<file path="config.mk">
export PLATFORM = sky130hd
export DESIGN_NAME = bec_op_sequencer
export DESIGN_NICKNAME = d
export VERILOG_FILES = /design/src/rtl/bec_pkg.sv /design/src/rtl/bec_key_shifter.sv /design/src/rtl/bec_op_sequencer.sv
export SDC_FILE = /design/constraint.sdc
export NUM_CORES = 1
export LEC_CHECK = 0
export ABC_AREA = 1
export BUFFER_PORTS_ARGS = -buffer_cell sky130_fd_sc_hd__buf_2
export CAP_MARGIN = 10
export CORE_AREA = 10 10 385 387
export DETAILED_ROUTE_END_ITERATION = 10
export DIE_AREA = 0 0 395 397
export PLACE_DENSITY = 0.48
export SYNTH_ARGS = -nofsm -noshare
export SYNTH_HDL_FRONTEND = slang
export SYNTH_SLANG_ARGS = --single-unit
</file>
<file path="constraint.sdc">
create_clock -name clk -period 20.9 [get_ports clk]
set_input_delay 1.045 -clock clk [delete_from_list [all_inputs] [get_ports clk]]
set_output_delay 1.045 -clock clk [all_outputs]
set_load 0.005 [all_outputs]
</file>
<file path="src/rtl/bec_pkg.sv">
// Shared definitions for the BEC operand sequencer.
//   BEC_WIDTH   : GF(2^163) element width used for operands, key and results
//   BEC_NUM_OPS : operands pushed to the core per run
//   BEC_READY   : core status code meaning "ready to accept operands"
//   state_t     : sequencer FSM states
//   op_sel_t    : operand indices as seen on op_idx / bec_load_status
package bec_pkg;

  localparam int BEC_WIDTH   = 163;
  localparam int BEC_NUM_OPS = 6;

  localparam logic [3:0] BEC_READY = 4'h8;

  typedef enum logic [2:0] {
    ST_IDLE,
    ST_WAIT_RDY,
    ST_LOAD,
    ST_ARM,
    ST_RUN,
    ST_CAP_Z
  } state_t;

  typedef enum logic [2:0] {
    OP_W1     = 3'd0,
    OP_Z1     = 3'd1,
    OP_W2     = 3'd2,
    OP_Z2     = 3'd3,
    OP_INV_W0 = 3'd4,
    OP_D      = 3'd5
  } op_sel_t;

endpackage

</file>
<file path="src/rtl/bec_key_shifter.sv">
// Scalar key register for the BEC run.
// Ports:
//   clk, rst : clock, asynchronous active-high reset
//   load     : capture key into the shift register
//   key      : scalar key value
//   rotate   : rotate right by one (bit 0 wraps to bit WIDTH-1)
//   run      : sequencer will be in RUN next cycle; ki is forced to 0 otherwise
//   ki       : registered current key bit
module bec_key_shifter
  import bec_pkg::*;
#(
  parameter int WIDTH = BEC_WIDTH
) (
  input  logic             clk,
  input  logic             rst,
  input  logic             load,
  input  logic [WIDTH-1:0] key,
  input  logic             rotate,
  input  logic             run,
  output logic             ki
);

  logic [WIDTH-1:0] key_sr;
  logic [WIDTH-1:0] sr_next;

  always_comb begin
    sr_next = key_sr;
    if (load) begin
      sr_next = key;
    end else if (rotate) begin
      sr_next = {key_sr[0], key_sr[WIDTH-1:1]};
    end
  end

  // ki is taken from the post-rotate value so a request is reflected
  // exactly one cycle later.
  always_ff @(posedge clk or posedge rst) begin
    if (rst) begin
      key_sr <= '0;
      ki     <= 1'b0;
    end else begin
      key_sr <= sr_next;
      ki     <= run & sr_next[0];
    end
  end

endmodule

</file>
<file path="src/rtl/bec_op_sequencer.sv">
// Sequences one BEC scalar-multiplication run: waits for core ready, pushes
// the curve operands, arms the core, streams key bits, captures W and Z and
// guards RUN with a watchdog.
// Ports:
//   clk, rst           : clock, asynchronous active-high reset
//   start, abort       : run request (IDLE only) / cancel (any state, wins)
//   key                : scalar key, sampled on accepted start
//   op_idx, op_data    : operand select to register file and returned operand
//   bec_load, bec_load_status, bec_data : operand beat to the core
//   bec_enable, bec_ki : core run enable and current key bit
//   bec_next_key, bec_status, bec_done, bec_result : core handshake
//   busy, done, timeout_err, w_out, z_out : run status and captured results
module bec_op_sequencer
  import bec_pkg::*;
#(
  parameter int WIDTH     = BEC_WIDTH,
  parameter int NUM_OPS   = BEC_NUM_OPS,
  parameter int TIMEOUT_W = 20
) (
  input  logic             clk,
  input  logic             rst,
  input  logic             start,
  input  logic             abort,
  input  logic [WIDTH-1:0] key,
  output logic [2:0]       op_idx,
  input  logic [WIDTH-1:0] op_data,
  output logic             bec_load,
  output logic [2:0]       bec_load_status,
  output logic [WIDTH-1:0] bec_data,
  output logic             bec_enable,
  output logic             bec_ki,
  input  logic             bec_next_key,
  input  logic [3:0]       bec_status,
  input  logic             bec_done,
  input  logic [WIDTH-1:0] bec_result,
  output logic             busy,
  output logic             done,
  output logic             timeout_err,
  output logic [WIDTH-1:0] w_out,
  output logic [WIDTH-1:0] z_out
);

  localparam int CNT_W = $clog2(NUM_OPS + 1);
  // Expiry is detected one count early so the counter lands on all-ones
  // on the edge that leaves RUN: exactly 2^TIMEOUT_W-1 RUN cycles.
  localparam logic [TIMEOUT_W-1:0] WD_LAST = TIMEOUT_W'((64'd1 << TIMEOUT_W) - 64'd2);

  state_t               state, state_next;
  logic [CNT_W-1:0]     load_cnt, load_cnt_next;
  logic [TIMEOUT_W-1:0] wd_cnt, wd_cnt_next;
  logic [2:0]           op_idx_next;
  logic                 bec_load_next;
  logic [2:0]           load_status_next;
  logic [WIDTH-1:0]     bec_data_next;
  logic                 bec_enable_next;
  logic                 done_next;
  logic                 timeout_err_next;
  logic [WIDTH-1:0]     w_out_next, z_out_next;
  logic                 key_load, key_rotate, key_run;

  // LOAD issues one beat per cycle while load_cnt < NUM_OPS, then spends
  // one more cycle with the last beat on the bus before moving to ARM, so
  // ARM is seen by the core as a cycle with bec_load low.
  always_comb begin
    state_next       = state;
    load_cnt_next    = load_cnt;
    wd_cnt_next      = wd_cnt;
    op_idx_next      = op_idx;
    bec_load_next    = 1'b0;
    load_status_next = bec_load_status;
    bec_data_next    = bec_data;
    bec_enable_next  = bec_enable;
    done_next        = 1'b0;
    timeout_err_next = timeout_err;
    w_out_next       = w_out;
    z_out_next       = z_out;
    key_load         = 1'b0;
    key_rotate       = 1'b0;

    if (abort) begin
      state_next      = ST_IDLE;
      bec_enable_next = 1'b0;
      op_idx_next     = 3'(OP_W1);
      load_cnt_next   = '0;
    end else begin
      case (state)
        ST_IDLE: begin
          if (start) begin
            key_load         = 1'b1;
            timeout_err_next = 1'b0;
            state_next       = ST_WAIT_RDY;
          end
        end
        ST_WAIT_RDY: begin
          if (bec_status == BEC_READY) begin
            op_idx_next   = 3'(OP_W1);
            load_cnt_next = '0;
            state_next    = ST_LOAD;
          end
        end
        ST_LOAD: begin
          if (load_cnt != CNT_W'(NUM_OPS)) begin
            bec_load_next    = 1'b1;
            load_status_next = op_idx;
            bec_data_next    = op_data;
            load_cnt_next    = load_cnt + CNT_W'(1);
            op_idx_next      = (op_idx == 3'(NUM_OPS - 1)) ? 3'(OP_W1) : op_idx + 3'd1;
          end else begin
            state_next = ST_ARM;
          end
        end
        ST_ARM: begin
          bec_enable_next = 1'b1;
          wd_cnt_next     = '0;
          state_next      = ST_RUN;
        end
        ST_RUN: begin
          key_rotate  = bec_next_key;
          wd_cnt_next = wd_cnt + TIMEOUT_W'(1);
          if (bec_done) begin
            w_out_next      = bec_result;
            bec_enable_next = 1'b0;
            state_next      = ST_CAP_Z;
          end else if (wd_cnt == WD_LAST) begin
            timeout_err_next = 1'b1;
            bec_enable_next  = 1'b0;
            state_next       = ST_IDLE;
          end
        end
        ST_CAP_Z: begin
          z_out_next = bec_result;
          done_next  = 1'b1;
          state_next = ST_IDLE;
        end
        default: begin
          state_next      = ST_IDLE;
          bec_enable_next = 1'b0;
        end
      endcase
    end
  end

  assign key_run = (state_next == ST_RUN);

  always_ff @(posedge clk or posedge rst) begin
    if (rst) begin
      state           <= ST_IDLE;
      load_cnt        <= '0;
      wd_cnt          <= '0;
      op_idx          <= '0;
      bec_load        <= 1'b0;
      bec_load_status <= '0;
      bec_data        <= '0;
      bec_enable      <= 1'b0;
      busy            <= 1'b0;
      done            <= 1'b0;
      timeout_err     <= 1'b0;
      w_out           <= '0;
      z_out           <= '0;
    end else begin
      state           <= state_next;
      load_cnt        <= load_cnt_next;
      wd_cnt          <= wd_cnt_next;
      op_idx          <= op_idx_next;
      bec_load        <= bec_load_next;
      bec_load_status <= load_status_next;
      bec_data        <= bec_data_next;
      bec_enable      <= bec_enable_next;
      busy            <= (state_next != ST_IDLE);
      done            <= done_next;
      timeout_err     <= timeout_err_next;
      w_out           <= w_out_next;
      z_out           <= z_out_next;
    end
  end

  bec_key_shifter #(
    .WIDTH (WIDTH)
  ) u_key_shifter (
    .clk    (clk),
    .rst    (rst),
    .load   (key_load),
    .key    (key),
    .rotate (key_rotate),
    .run    (key_run),
    .ki     (bec_ki)
  );

endmodule

</file>
==> results of run 1 <==
-- final cells by class --
| cell class | count | area (µm²) | share of cell area, % |
|---|---|---|---|
| sequential | 690 | 17300 | 46.5 |
| timing repair buffer | 1020 | 5170 | 13.9 |
| multi-input combinational | 1805 | 8530 | 23.0 |
| clock buffer | 123 | 2450 | 6.60 |
| inverter | 233 | 888 | 2.39 |
| antenna | 19 | 47.5 | 0.128 |
| clock inverter | 23 | 408 | 1.10 |
| tap | 1890 | 2360 | 6.37 |
-- cells in the mapped netlist, types with 2 or more instances --
cell type / n / area share (%)
a21oi_1: 84 / 1.5
buf_1: 9 / 0.12
buf_2: 82 / 1.5
buf_4: 27 / 0.74
clkbuf_1: 33 / 0.45
dfrtp_1: 690 / 63
ha_1: 4 / 0.18
inv_1: 228 / 3.1
inv_2: 4 / 0.055
mux2_2: 91 / 3.7
nand2_1: 1189 / 16
nand2_2: 2 / 0.046
nand3_1: 48 / 0.88
nand3_2: 2 / 0.073
nand4_1: 10 / 0.23
nor2_1: 124 / 1.7
nor2_4: 3 / 0.12
nor3_1: 3 / 0.055
o211ai_1: 70 / 1.9
o21ai_0: 96 / 1.8
o21bai_1: 2 / 0.055
o221ai_1: 71 / 2.3
o22ai_1: 4 / 0.091
-- worst max path at each step --
stage / endpoint / from
2_1_floorplan: bec_data[0] / rst
3_3_place_gp: w_out[141] / abort
3_5_place_dp: w_out[139] / abort
4_1_cts: w_out[139] / state[1]
5_1_grt: w_out[74] / state[2]
6_report: w_out[139] / state[1]
-- cells by family (layout without fill, tap and decap cells) --
family                   after synthesis  in the layout
multiplexers                          91             91
flip-flops                           690            690
XOR/XNOR                               1              1
AO/OA/AOI/OAI                        328            328
other                                  0             19
AND/OR/NAND/NOR                     1381           1381
adder cells (fa/ha/maj)                4              4
buffers and inverters                384           1399
-- tightest hold or removal path, delay by kind of cell, from the launching register on --
kind	cells	cell delay (ns)
DFF	1	0.34
and+or+nand+nor	2	0.10
-- routing by layer --
metal	track usage [%]	vias up
met3	5.86	225
li1	-	11100
met2	24.2	869
met4	6.08	4
met5	0	-
met1	16.4	11100
-- power breakdown --
part	leakage (nW)	internal (mW)	switching (mW)
logic	9.98	0.195	0.271
registers	9.16	1.50	0.0818
clock network	1.39	0.892	0.622
total	20.5	2.59	0.974
-- registers in the layout, summed over array words and instances (netlist names) --
| register | flops |
|---|---|
| bec_data | 163 |
| bec_enable | 1 |
| bec_load | 1 |
| bec_load_status | 3 |
| busy | 1 |
| done | 1 |
| load_cnt | 3 |
| op_idx | 3 |
| state | 3 |
| timeout_err | 1 |
| u_key_shifter.key_sr | 163 |
| u_key_shifter.ki | 1 |
| w_out | 163 |
| wd_cnt | 20 |
| z_out | 163 |
-- metrics by stage --
step	utilization, %	instances	instance area (µm²)	setup WS, ns	hold slack [ns]
after floorplan	-	2879	27400	0.508	0.452
after global placement	24.3	5638	34200	15.94	0.456
after detailed placement	24.3	5638	34200	15.86	0.459
after CTS	26.4	5784	37100	16.50	0.449
after global routing	26.4	5795	37100	16.30	0.488
final	26.4	5803	37100	16.58	0.470
==> results.ini, run 1 <==
[run_status]
status = finished clean

[clock_network]
cts_resized = 0
post_cts_buffers = 0
cts_buffers = 83
cts_max_path_buffers = 3
cts_sinks = 690
htree_levels = 3
clk_pin_slew_ns = 0.06
root_buffer = clkbuf_16
insertion_delay_ns = 0.69
cts_hold_buffers = 0
cts_tree = built

[critical_path]
cp.arrival_ns = 4.87
crit_required_ns = 21.45
crit_slowest_cell = buf_4
crit_chain = nor2_4 -> nand2_1 -> nor2_4 -> buf_4 -> buf_4 -> buf_4 -> buf_4 -> mux2_2
startpoint_type = flop
path_common_cell = buf_4
slowest_delay_ns = 0.74
reg2reg_depth = 8
path_depth = 8
regToRegStartpoint = state[1]
endpoint_kind = flop
regToRegSetupSlack_ns = 16.58
critPathMaxFanout = 74
crit_family = buffers and inverters
crit_type = flop to flop
r2r-end = w_out[139]
crit_buf_inv = 4

[yosys]
synthXorXnorAreaFrac_pct = 0.0320
yosysSeqAreaShare_pct = 63.0
synth-compound-area-share_pct = 7.65
synth.area.mux_share_pct = 3.74
ys_async_sr_fraction_pct = 100
synth_top_family_by_area = simple AND/OR/NAND/NOR gates
synth-edff-count = 0
ys.flop_type = dfrtp_1
synth.net_count = 3382
synth_seq_cells = 690
syn_inst = 2879
synth-simple-area-share_pct = 19.4
yosysWarningCount = 0
avgSynthCellArea_um2 = 9.52
netlist_area_um2 = 27400
synthAdderAreaFrac_pct = 0.183
synthDistinctLibCells = 26

[global_routing]
grt_usage_pct = 14.5
first_global_vias = 24000
grt_pass1_wl_um = 170000
grt_max_degree = 139
antenna_found_initial = 61
grt.overflow.total = 0

[drt]
dr.first_iter.drc_count = 1506
wl_per_cell_um = 20.6
route.vias.total = 23300
top_layer = met5
met1_length_um = 46200
met2_length_um = 57100
detail-route-antenna-nets = 0
wl_met3_um = 11100
dr.pass1.iters = 5
routed_wl_um = 119000
via_per_inst = 4.01
route.detailed.drc = 0

[final_layout]
final_cell_mix = nand2_1 (1,188), buf_2 (999), dfrtp_1 (690)
fill_cells = 15500
final_common_cell = nand2_1
nets = 4336
layout-drive-gt1-share_pct = 32.2
syn2layout_area_growth_pct = 35.5

[sta]
rsz0062_at_grt = no
tns_ns = 0
timing.fmax_mhz = 231
min_period_over_period_pct = 20.7
finalSetupViolations = 0
finalCriticalPeriod_ns = 4.32
relSlewSlack_pct = 24.9
worstMarginPinSlew_ns = 1.13
slew_violations = 0
skew_ns = 0.0285
hold_violations = 0

[place]
numPortBuffers = 999
gp_congestion = 0.848
dp_hpwl_um = 91000

[floorplanning]
dieArea_um2 = 157000
start_util_pct = 19.5
rows = 138
pin_count = 1000
dieWidth_um = 395
core-area_um2 = 141000
die_y_um = 397

[hold_path]
hp-class = flop to flop
whs_path_depth = 2
hold_path.startpoint = bec_data[8]
hold_end = bec_data[8]

[pwr]
power_leakage_nw = 20.5
ir_drop_mv = 0.0512
finalPower_mw = 3.57
power_density_nw_per_um2 = 96.1

[flow_run]
maxCapViolCount = 0

Power figures use the tool's default switching activity.
==> inputs of run 2 (changes only) <==
--- a/config.mk
+++ b/config.mk
@@ -8,9 +8,9 @@
 export ABC_AREA = 1
 export BUFFER_PORTS_ARGS = -buffer_cell sky130_fd_sc_hd__buf_2
 export CAP_MARGIN = 10
-export CORE_AREA = 10 10 385 387
+export CORE_AREA = 10 10 376 378
 export DETAILED_ROUTE_END_ITERATION = 10
-export DIE_AREA = 0 0 395 397
+export DIE_AREA = 0 0 386 388
 export PLACE_DENSITY = 0.48
 export SYNTH_ARGS = -nofsm -noshare
 export SYNTH_HDL_FRONTEND = slang
==> constraint.sdc (replaced) <==
create_clock -name clk -period 4 [get_ports clk]
set_input_delay 0.2 -clock clk [delete_from_list [all_inputs] [get_ports clk]]
set_output_delay 0.2 -clock clk [all_outputs]
set_load 0.005 [all_outputs]
==> run 2 against run 1 <==
  * Via count up 10%
  * Worst setup slack worse by 15 ns
  * Sequential share of layout area down 5.5 points
  * Global-route usage up 1.4 points
  * Combinational power rose to 6.1 times the previous value
  * Final area up 14%
  * Die area down 4.5%
  * Critical endpoint is now bec_load_status[1]
  * Largest power group unchanged
==> results.ini, run 2 (same netlist as run 1, synthesis figures left out) <==
[pwr]
combinationalPowerShare_pct = 15.0  ; was 13.1%
ir_drop_mv = 0.311  ; was 0.0512 mV
intPower_mw = 13.9  ; was 2.59 mW
power_leakage_nw = 22.7  ; was 20.5 nW
p_clk_share_pct = 41.4  ; was 42.5%
power_density_nw_per_um2 = 452  ; was 96.1 nW/µm²
p_switching_mw = 5.14  ; was 0.974 mW
p_sw_share_pct = 27.0  ; was 27.3%
finalPower_mw = 19.1  ; was 3.57 mW
p_seq_share_pct = 43.6  ; was 44.5%

[hold_path]
hp-class = input port to async pin  ; was flop to flop

[sta]
finalCriticalPeriod_ns = 2.84  ; was 4.32 ns
slew_violations = 0  ; unchanged
skew_ns = 0.0356  ; was 0.0285 ns
rsz0062_at_grt = no  ; unchanged
finalSetupViolations = 0  ; unchanged
timing.fmax_mhz = 353  ; was 231 MHz
hold_violations = 0  ; unchanged
relSlewSlack_pct = 24.9  ; about the same
min_period_over_period_pct = 70.9  ; was 20.7%
fin_ws_ns = 1.16  ; was 16.58 ns
worstMarginPinSlew_ns = 1.13  ; about the same

[final_layout]
syn2layout_area_growth_pct = 53.8  ; was 35.5%
seqCellArea_um2 = 17300  ; unchanged
stdcell_area_um2 = 42200  ; was 37,100 µm²
fill_cells = 13800  ; was 15,500
layout-drive-gt1-share_pct = 28.8  ; was 32.2%
final_cell_count_no_fill = 6180  ; was 5,803
final_common_cell = nand2_1  ; unchanged
utilization_pct = 31.6  ; was 26.4%
multi_input_area_um2 = 8530  ; unchanged
final_cell_mix = nand2_1 (1,188), buf_2 (999), dfrtp_1 (690)  ; unchanged
nets = 4838  ; was 4,336

[place]
dp.cells = 5524  ; was 5,638
dp_hpwl_um = 91100  ; was 91,000 µm
numPortBuffers = 999  ; unchanged
placed_area_um2 = 34300  ; was 34,200 µm²
dp_slack_ns = 1.15  ; was 15.86 ns
gp_congestion = 0.872  ; was 0.848

[clock_network]
post_cts_buffers = 0  ; unchanged
cts_resized = 0  ; unchanged
cts_buffers = 84  ; was 83
root_buffer = clkbuf_16  ; unchanged
cts_max_path_buffers = 3  ; unchanged
cts_sinks = 690  ; unchanged
htree_levels = 3  ; unchanged
clk_pin_slew_ns = 0.06  ; about the same
cts_hold_buffers = 493  ; was 0
insertion_delay_ns = 0.66  ; was 0.69 ns
cts_tree = built  ; unchanged

[critical_path]
path_common_cell = buf_4  ; unchanged
slowest_delay_ns = 0.77  ; was 0.74 ns
regToRegSetupSlack_ns = 1.16  ; was 16.58 ns
critPathMaxFanout = 79  ; was 74
crit_chain = inv_1 -> nand3_2 -> nor2_1 -> nand2_8 -> buf_4 -> buf_4 -> o21ai_0  ; was nor2_4 -> nand2_1 -> nor2_4 -> buf_4 -> buf_4 -> buf_4 -> buf_4 -> mux2_2
cp.arrival_ns = 3.31  ; was 4.87 ns
regToRegStartpoint = state[0]  ; was state[1]
endpoint_kind = flop  ; unchanged
reg2reg_depth = 7  ; was 8
crit_type = flop to flop  ; unchanged
crit_required_ns = 4.48  ; was 21.45 ns
startpoint_type = flop  ; unchanged
r2r-end = bec_load_status[1]  ; was w_out[139]
crit_slowest_cell = buf_4  ; unchanged

[drt]
top_layer = met5  ; unchanged
wl_per_cell_um = 20.0  ; was 20.6 µm
detail-route-antenna-nets = 0  ; unchanged
via_per_inst = 4.14  ; was 4.01
met1_length_um = 47700  ; was 46,200 µm
dr.pass1.iters = 5  ; unchanged
met2_length_um = 60100  ; was 57,100 µm
route.vias.total = 25600  ; was 23,300
wl_met3_um = 10300  ; was 11,100 µm
route.detailed.drc = 0  ; unchanged
dr.first_iter.drc_count = 1481  ; was 1,506
routed_wl_um = 124000  ; was 119,000 µm

[global_routing]
grt_max_degree = 135  ; was 139
grt_pass1_wl_um = 182000  ; was 170,000 µm
grt_usage_pct = 15.9  ; was 14.5%
first_global_vias = 27300  ; was 24,000
grt.overflow.total = 0  ; unchanged
antenna_found_initial = 24  ; was 61

[floorplanning]
pin_count = 1000  ; unchanged
die_y_um = 388  ; was 397 µm
core-area_um2 = 133000  ; was 141,000 µm²
dieWidth_um = 386  ; was 395 µm
rows = 134  ; was 138
dieArea_um2 = 150000  ; was 157,000 µm²
start_util_pct = 20.6  ; was 19.5%

[run_status]
status = finished clean  ; unchanged

[flow_run]
maxCapViolCount = 0  ; unchanged

==> run 2: cell types whose count changed in the layout (fill, tap and decap cells not counted), sizes merged <==
cell,change
diode,-6
clkinvlp,+3
buf,+8
clkbuf,-5
dlygate4sd3,+493
bufinv,+1
inv,-4
clkinv,+9
==> run 2: metrics by stage <==
step / hold slack (ns) / setup TNS [ns]
final: 0.112 / 0
after global placement: 0.253 / 0
after global routing: 0.108 / 0
after floorplan: 0.310 / -3893.05
after detailed placement: 0.272 / 0
after CTS: 0.0516 / 0
==> run 2: cell type report <==
| class | count | share of cell area (%) |
|---|---|---|
| Sequential cell | 690 | 41.0 |
| Antenna cell | 13 | 0.0772 |
| Tap cell | 1768 | 5.25 |
| Multi-Input combinational cell | 1805 | 20.2 |
| Clock buffer | 118 | 5.77 |
| Timing Repair Buffer | 1521 | 24.6 |
| Inverter | 233 | 2.10 |
| Clock inverter | 32 | 1.02 |
==> run 2: how the worst max path moves through the flow <==
stage | depth (start not counted) | start | to
after floorplan | 1 | rst | bec_data[0]
after global placement | 7 | state[0] | bec_load_status[1]
after CTS | 7 | state[0] | bec_load_status[1]
after global routing | 8 | state[0] | bec_data[150]
final | 7 | state[0] | bec_load_status[1]
after detailed placement | 7 | state[0] | bec_load_status[2]
==> run 2: metal layers <==
metal  vias up  GRT usage, %
met2       975          27.0
met5         -             0
met4        14          7.30
met3       251          5.20
li1      12100             -
met1     12300          17.9
==> run 2: worst max-delay path, delay by kind of cell, from the launching register on <==
kind | cells | cell delay (ns)
AND/OR/NAND/NOR | 3 | 0.49
flip-flops | 1 | 0.46
AO/OA/AOI/OAI | 1 | 0.18
buffers and inverters | 3 | 1.42
==> run 2: power groups by stage <==
stage          logic, mW  clock network [mW]  registers, mW
6_report            2.86                7.89           8.31
3_5_place_dp        2.49                   0           8.40
4_1_cts             2.92                8.15           8.30
3_3_place_gp        2.47                   0           8.40
2_1_floorplan       1.06                   0           8.42
5_1_grt             3.22                8.38           8.41
==> inputs of run 3 (changes only) <==
==> constraint.sdc (replaced) <==
create_clock -name clk -period 2.7 [get_ports clk]
set_input_delay 0.135 -clock clk [delete_from_list [all_inputs] [get_ports clk]]
set_output_delay 0.135 -clock clk [all_outputs]
set_load 0.005 [all_outputs]
==> run 3 against run 2 <==
  * Utilization is 0.22 points higher
  * Sequential power is 48% higher
  * Final cell count is 0.45% higher
  * Via count is 0.65% higher
  * Largest cell class unchanged
  * Largest power group unchanged
==> results.ini, run 3 (same netlist as run 1, synthesis figures left out) <==
[clock_network]
insertion_delay_ns = 0.68  ; was 0.66 ns
htree_levels = 3  ; unchanged
cts_sinks = 690  ; unchanged
cts_buffers = 82  ; was 84
root_buffer = clkbuf_16  ; unchanged
clk_pin_slew_ns = 0.05  ; was 0.06 ns
cts_max_path_buffers = 3  ; unchanged
cts_tree = built  ; unchanged

[pwr]
p_seq_share_pct = 43.4  ; was 43.6%
p_sw_share_pct = 27.2  ; was 27.0%
intPower_mw = 20.6  ; was 13.9 mW
p_switching_mw = 7.70  ; was 5.14 mW
power_leakage_nw = 22.9  ; was 22.7 nW
combinationalPowerShare_pct = 15.2  ; was 15.0%
power_density_nw_per_um2 = 667  ; was 452 nW/µm²
p_clk_share_pct = 41.3  ; was 41.4%
ir_drop_mv = 0.408  ; was 0.311 mV
finalPower_mw = 28.3  ; was 19.1 mW

[hold_path]
hp-class = input port to flop  ; was input port to async pin

[sta]
hold_violations = 0  ; unchanged
slew_violations = 0  ; unchanged
finalCriticalPeriod_ns = 2.48  ; was 2.84 ns
finalSetupViolations = 0  ; unchanged
min_period_over_period_pct = 92.0  ; was 70.9%
rsz0062_at_grt = no  ; unchanged
skew_ns = 0.0297  ; was 0.0356 ns
worstMarginPinSlew_ns = 1.07  ; was 1.13 ns
relSlewSlack_pct = 28.6  ; was 24.9%
timing.fmax_mhz = 402  ; was 353 MHz

[floorplanning]
die_y_um = 388  ; unchanged
rows = 134  ; unchanged
dieArea_um2 = 150000  ; unchanged
dieWidth_um = 386  ; unchanged
pin_count = 1000  ; unchanged
start_util_pct = 20.6  ; unchanged
core-area_um2 = 133000  ; unchanged

[place]
dp_hpwl_um = 94000  ; was 91,100 µm
numPortBuffers = 999  ; unchanged
dp.cells = 5556  ; was 5,524
placed_area_um2 = 34600  ; was 34,300 µm²
gp_congestion = 0.852  ; was 0.872

[final_layout]
stdcell_area_um2 = 42500  ; was 42,200 µm²
final_cell_mix = nand2_1 (1,188), buf_2 (999), dfrtp_1 (690)  ; unchanged
syn2layout_area_growth_pct = 54.9  ; was 53.8%
layout-drive-gt1-share_pct = 29.3  ; was 28.8%
nets = 4871  ; was 4,838
final_cell_count_no_fill = 6208  ; was 6,180
final_common_cell = nand2_1  ; unchanged

[critical_path]
crit_type = flop to flop  ; unchanged
startpoint_type = flop  ; unchanged
endpoint_kind = flop  ; unchanged
critPathMaxFanout = 106  ; was 79
crit_required_ns = 3.23  ; was 4.48 ns
cp.arrival_ns = 3.02  ; was 3.31 ns

[global_routing]
grt_pass1_wl_um = 184000  ; was 182,000 µm
grt_max_degree = 133  ; was 135
grt_usage_pct = 16.2  ; was 15.9%
antenna_found_initial = 18  ; was 24
first_global_vias = 27500  ; was 27,300
grt.overflow.total = 0  ; unchanged

[drt]
dr.first_iter.drc_count = 1601  ; was 1,481
route.vias.total = 25800  ; was 25,600
dr.pass1.iters = 5  ; unchanged
route.detailed.drc = 0  ; unchanged
wl_per_cell_um = 20.3  ; was 20.0 µm
detail-route-antenna-nets = 0  ; unchanged
routed_wl_um = 126000  ; was 124,000 µm
via_per_inst = 4.15  ; was 4.14

[run_status]
status = finished clean  ; unchanged

[flow_run]
maxCapViolCount = 0  ; unchanged

-- run 3: final cells by class --
| class | count | area (µm²) |
|---|---|---|
| fillers | 13900 | 90800 |
| flip-flops and latches | 690 | 17300 |
| repair buffers | 1556 | 10700 |
| multi-input cells | 1805 | 8530 |
| clock buffers | 117 | 2350 |
| well taps | 1768 | 2210 |
| inverters | 233 | 885 |
| clock inverters | 33 | 503 |
| diodes | 6 | 15.0 |
-- run 3: worst max-delay path, cell delays in order, from the launching register on --
cell           delay (ns)
dfrtp_1              0.47
nor2_4               0.25
nand3_2              0.27
nand2_4              0.17
buf_12               0.41
o221ai_1             0.17
dlygate4sd3_1        0.59
-- run 3: final timing paths --
check                        startpoint                         to  slack, ns  depth (start not counted)
max in group asynchronous           rst                   state[0]       1.51                          4
max reg2reg                    state[1]    u_key_shifter.key_sr[2]       0.22                          6
max                            state[1]    u_key_shifter.key_sr[2]       0.22                          6
min                               start                   state[0]       0.13                          7
min reg2reg                bec_data[90]               bec_data[90]       0.47                          2
min in group asynchronous           rst  u_key_shifter.key_sr[136]       0.42                          4
-- run 3: timing repair --
action | in CTS | in global routing
endpoints found under the setup margin | 0 | 0
gates resized for setup | 0 | 0
setup buffers | 0 | 0
endpoints found under the hold margin | 878 | 0
hold buffers | 496 | 0
-- run 3: metrics by stage --
| stage | setup TNS, ns | setup slack [ns] | utilization, % | hold slack (ns) |
|---|---|---|---|---|
| floorplan | -4745.20 | -6.88 | - | 0.245 |
| global placement | 0 | 0.455 | 26.0 | 0.327 |
| detailed placement | 0 | 0.379 | 26.0 | 0.332 |
| CTS | 0 | 0.193 | 31.8 | 0.0281 |
| global route | 0 | 0.0496 | 31.8 | 0.164 |
| finish | 0 | 0.215 | 31.8 | 0.127 |
-- run 3: power groups by stage --
stage,Clock [mW],Sequential [mW],Combinational [mW]
2_1_floorplan,0,12.5,1.57
3_3_place_gp,0,12.4,3.70
3_5_place_dp,0,12.4,3.74
4_1_cts,12.1,12.3,4.39
5_1_grt,12.5,12.4,4.81
6_report,11.7,12.3,4.31
-- run 3: layer usage --
layer / part of all wire, % / track usage [%]
met4: 4.0 / 7.01
met1: 39 / 18.5
met3: 8.3 / 5.05
met2: 49 / 27.7
met5: 0.091 / 0
